[src/rtl/layer_node_sequencer.sv]
// layer_node_sequencer: streaming front/back end for one combinational float
// neuron node. It collects NUM_IN activation words into a parallel bank that
// drives the node inputs. It then waits SETTLE_CYCLES for the node to settle,
// captures the node result, and presents that result on a valid/ready stream.
module layer_node_sequencer #(
  parameter int NUM_IN        = 15,
  parameter int SETTLE_CYCLES = 4,
  parameter int CNT_W         = 16
) (
  input  logic                 clk,
  input  logic                 rst,
  input  logic [31:0]          in_data,
  input  logic                 in_valid,
  input  logic                 in_last,
  output logic                 in_ready,
  output logic [NUM_IN*32-1:0] a_bus,
  input  logic [31:0]          node_result,
  output logic [31:0]          res_data,
  output logic                 res_valid,
  input  logic                 res_ready,
  output logic                 busy,
  output logic                 frame_err,
  output logic [CNT_W-1:0]     frame_cnt
);

  localparam int IDX_W = (NUM_IN > 1) ? $clog2(NUM_IN) : 1;
  localparam int SET_W = (SETTLE_CYCLES > 1) ? $clog2(SETTLE_CYCLES) : 1;
  localparam logic [IDX_W-1:0] LAST_IDX   = IDX_W'(NUM_IN - 1);
  localparam logic [SET_W-1:0] SETTLE_TOP = SET_W'(SETTLE_CYCLES - 1);

  typedef enum logic [1:0] {
    LOAD   = 2'd0,
    SETTLE = 2'd1,
    HOLD   = 2'd2
  } state_t;

  state_t            state;
  logic [IDX_W-1:0]  cnt;
  logic [SET_W-1:0]  settle_cnt;
  logic [31:0]       bank [NUM_IN];

  // The bank drives the node inputs directly, with word k on node input Ak.
  for (genvar k = 0; k < NUM_IN; k++) begin : g_bus
    assign a_bus[32*k +: 32] = bank[k];
  end

  // Words are accepted only in LOAD. This keeps the bank frozen while the node
  // settles and while the result waits downstream, so frames never overlap.
  assign in_ready = (state == LOAD);
  assign busy     = !((state == LOAD) && (cnt == '0));

  // Sequencer: load bank, wait for the node to settle, hold result until taken.
  always_ff @(posedge clk) begin
    if (rst) begin
      // NOTE: the bank is a register array, not a RAM, and it is cleared on
      // reset because a_bus must read as zero right after reset.
      for (int k = 0; k < NUM_IN; k++) begin
        bank[k] <= '0;
      end
      state      <= LOAD;
      cnt        <= '0;
      settle_cnt <= '0;
      res_data   <= '0;
      res_valid  <= 1'b0;
      frame_err  <= 1'b0;
      frame_cnt  <= '0;
    end else begin
      // NOTE: all state here uses non-blocking assignments. Every branch then
      // reads the pre-edge values, whatever order the statements appear in.
      case (state)
        LOAD: begin
          if (in_valid) begin
            bank[cnt] <= in_data;
            if (cnt == LAST_IDX) begin
              // Final word of the frame. A missing in_last is flagged,
              // but the frame is still evaluated.
              cnt        <= '0;
              settle_cnt <= SETTLE_TOP;
              state      <= SETTLE;
              if (!in_last) frame_err <= 1'b1;
            end else if (in_last) begin
              // Early last: drop the partial frame. Stale bank words are
              // overwritten by the next frame.
              cnt       <= '0;
              frame_err <= 1'b1;
            end else begin
              cnt <= cnt + IDX_W'(1);
            end
          end
        end

        SETTLE: begin
          if (settle_cnt == '0) begin
            res_data  <= node_result;
            res_valid <= 1'b1;
            state     <= HOLD;
          end else begin
            settle_cnt <= settle_cnt - SET_W'(1);
          end
        end

        HOLD: begin
          if (res_ready) begin
            res_valid <= 1'b0;
            frame_cnt <= frame_cnt + CNT_W'(1);
            state     <= LOAD;
          end
        end

        default: state <= LOAD;
      endcase
    end
  end

endmodule
[config.mk]
export PLATFORM = sky130hd
export DESIGN_NAME = layer_node_sequencer
export DESIGN_NICKNAME = d
export VERILOG_FILES = /design/src/rtl/layer_node_sequencer.sv
export SDC_FILE = /design/constraint.sdc
export NUM_CORES = 1
export LEC_CHECK = 0
export CORE_AREA = 2 2 233 235
export DETAILED_ROUTE_END_ITERATION = 10
export DIE_AREA = 0 0 235 237
export HOLD_SLACK_MARGIN = 0.1
export PLACE_DENSITY_LB_ADDON = 0.05
export SETUP_SLACK_MARGIN = 0.02
export SLEW_MARGIN = 20
export SYNTH_ARGS = -nofsm -noshare
export SYNTH_HDL_FRONTEND = slang
export SYNTH_SLANG_ARGS = --single-unit
[constraint.sdc]
create_clock -name clk -period 2.9 [get_ports clk]
set_input_delay 0.725 -clock clk [delete_from_list [all_inputs] [get_ports clk]]
set_output_delay 0.725 -clock clk [all_outputs]
set_load 0.02 [all_outputs]
==> flow_metrics.tcl <==
set metrics [dict create \
    outcome "finished, final reports clean" \
    yosysSeqAreaShare_pct 79.37 \
    synth.distinct_cells 45 \
    crit_path_end_kind "output port" \
    synth_ff_type "edfxtp_1" \
    vias 13720 \
    avgSynthCellArea_um2 13.64 \
    grt_pass1_wl_um 99790 \
    ant_nets 0 \
    clockBufferDepth 3 \
    drive_above_1_share_pct 7.488 \
    switchingPower_uw 4049 \
    synth_seq_cells 538 \
    postLayoutCellArea_um2 28700 \
    synth_edf_count 480 \
    p_clk_share_pct 41.2 \
    comb_power_share_pct 8.7 \
    dp_cells 2700 \
    max_slew_margin_pct 44.83 \
    yosys.area.top_type_share_pct 73.45 \
    cts_tree "yes" \
    numCtsBuffers 57 \
    setup_slack_ns 0.1417 \
    core.rowCount 85 \
    clock-sinks 538 \
    post_cts_buffers 0 \
    yosysTopAreaCell "edfxtp_1" \
    drt_first_pass_iters 5 \
    synth_area_leaders "edfxtp_1 (73%), nor2_1 (7.8%), dfxtp_1 (5.9%)" \
    power_density_nw_per_um2 609.5 \
    clk_latency_ns 0.61 \
    ctsHoldBuffers 0 \
    fin_worst_skew_ns 0.01927 \
    cp_max_fo 11 \
    drc 0 \
    synth_most_common_cell "edfxtp_1" \
    initial_core_util_pct 36.83 \
    drt_wl_total_um 71730 \
    drt-initial-drc-count 1207 \
    clockRootBuffer "clkbuf_16" \
    hold_path.class "flip-flop to flip-flop" \
    max_cap_violations 0 \
    dieArea_um2 55700 \
    layout.nets 2138 \
    syn-cell-area_um2 19620 \
    area_delta_synth_final_pct 46.26 \
    place.gp.congestion 0.8247 \
    min_period_ns 2.758 \
    syn-instance-count 1439 \
    antenna_found_initial 4 \
    synth.net_count 1514 \
    swShare_pct 23.15 \
    worst_slew_pin_slew_ns 0.8275 \
    final_cells 2807 \
    postCtsResizedCells 1 \
    first_global_vias 13600 \
    wl_per_cell_um 25.55 \
    worstPathRequired_ns 2.17 \
    finalHoldViolations 0 \
    netlist_top_cells_count "edfxtp_1 (480), nor2_1 (409), nand2_1 (174)" \
    tns_ns 0 \
    p_leak_uw 0.01010 \
    critical_path_class "flip-flop to output port" \
    internal_power_uw 13440 \
    hpwlAfterDp_um 50510 \
    clk_pin_slew_worst_paths_ns 0.06 \
    cp_data_arrival_time_ns 2.03 \
    setup_violations 0 \
    portBuffers 600 \
    peakVddDrop_mv 0.4727 \
    placed_area_um2 26880 \
    viasPerCell 4.887 \
    async_flop_share_pct 0 \
    start_kind "flip-flop" \
    seqPwrFrac_pct 50.2 \
    post-place-ws_ns 0.2097 \
    die_h_um 237 \
    die_x_um 235 \
    ioPinCount 601 \
    grt_overflow 0 \
    track_usage_pct 25.20 \
    finalCritPeriodShare_pct 95.12 \
    grt_max_degree 97 \
    fmax_mhz 362.5 \
    fp.coreArea_um2 53280 \
    cts-htree-levels 2 \
    rsz0062_at_grt "false" \
    maxSlewViolCount 0 \
    synth_warnings 0 \
]
-- sequential cells by signal (all words and copies together), names as in the netlist --
register and cells:
bank 480, res_data 32, frame_cnt 16, cnt 4
settle_cnt 2, state 2, frame_err 1, res_valid 1
-- metrics by stage --
stage	hold slack [ns]	utilization, %	power, uW
final	0.4510	53.87	17490
after global routing	0.4780	53.86	17980
after CTS	0.4540	53.86	17650
after global placement	0.4421	50.44	10480
after detailed placement	0.4482	50.44	10490
after floorplan	0.4430	-	9473
-- cells by family after synthesis --
group,synth area share [%]
adders and majority gates,0.3825
and+or+nand+nor,16.04
AOI/OAI and AO/OA,1.957
DFF,79.37
muxes,0.05101
xor gates and xnor gates,0.4909
buffers and inverters,1.709
-- power groups by stage --
| stage | clock, uW | sequential, uW | combinational, uW |
|---|---|---|---|
| after floorplan | 0 | 9270 | 200 |
| after CTS | 7320 | 8790 | 1540 |
| after global routing | 7610 | 8800 | 1570 |
| after detailed placement | 0 | 8950 | 1540 |
| final | 7200 | 8780 | 1510 |
| after global placement | 0 | 8950 | 1530 |
-- critical path, stage by stage (launching register included) --
cell             delay [ns]
dfxtp_1                0.42
nor2_1                 0.31
clkdlybuf4s50_1        0.70
-- routing by layer --
metal / track usage [%] / vias to the layer above / share of wire [%]
met2: 41.99 / 617 / 49
met3: 8.429 / 115 / 9.6
li1: - / 6179 / -
met4: 8.324 / 0 / 3.3
met1: 30.82 / 6807 / 39
met5: 0 / - / 0
-- path summary, 6_finish.rpt --
| path | cells past startpoint | slack [ns] | from | endpoint |
|---|---|---|---|---|
| hold reg to reg | 2 | 0.45 | res_data[31] | res_data[31] |
| setup reg to reg | 4 | 0.86 | cnt[3] | bank[9][10] |
| setup / recovery | 2 | 0.14 | state[0] | in_ready |
| hold / removal | 2 | 0.45 | res_data[31] | res_data[31] |
-- layout by cell type (no fill, tap or decap), types with 4 or more instances in the layout --
master,netlist,layout
a21o_2,0,9
a21oi_1,43,43
and2_1,100,100
buf_12,0,22
buf_4,0,23
bufinv_16,0,6
clkbuf_1,54,9
clkbuf_16,0,58
clkdlybuf4s50_1,0,598
clkinv_1,0,18
clkinv_2,0,13
dfxtp_1,58,58
edfxtp_1,480,480
ha_1,6,6
inv_1,6,6
nand2_1,174,170
nand2_4,0,4
nand3_1,10,10
nor2_1,409,407
nor3_1,5,5
o21ai_0,5,5
or2_2,5,5
xnor2_1,7,7
xor2_1,4,4
-- cell type report --
cell class	instances	area, um2
tap	696	870.8
antenna	1	2.502
timing repair buffer	645	6613
inverter	6	22.52
clock inverter	39	337.8
clock buffer	67	1485
fill	4545	24580
multi-input combinational	815	3796
sequential	538	15570
(Power assumes the default switching activity.)
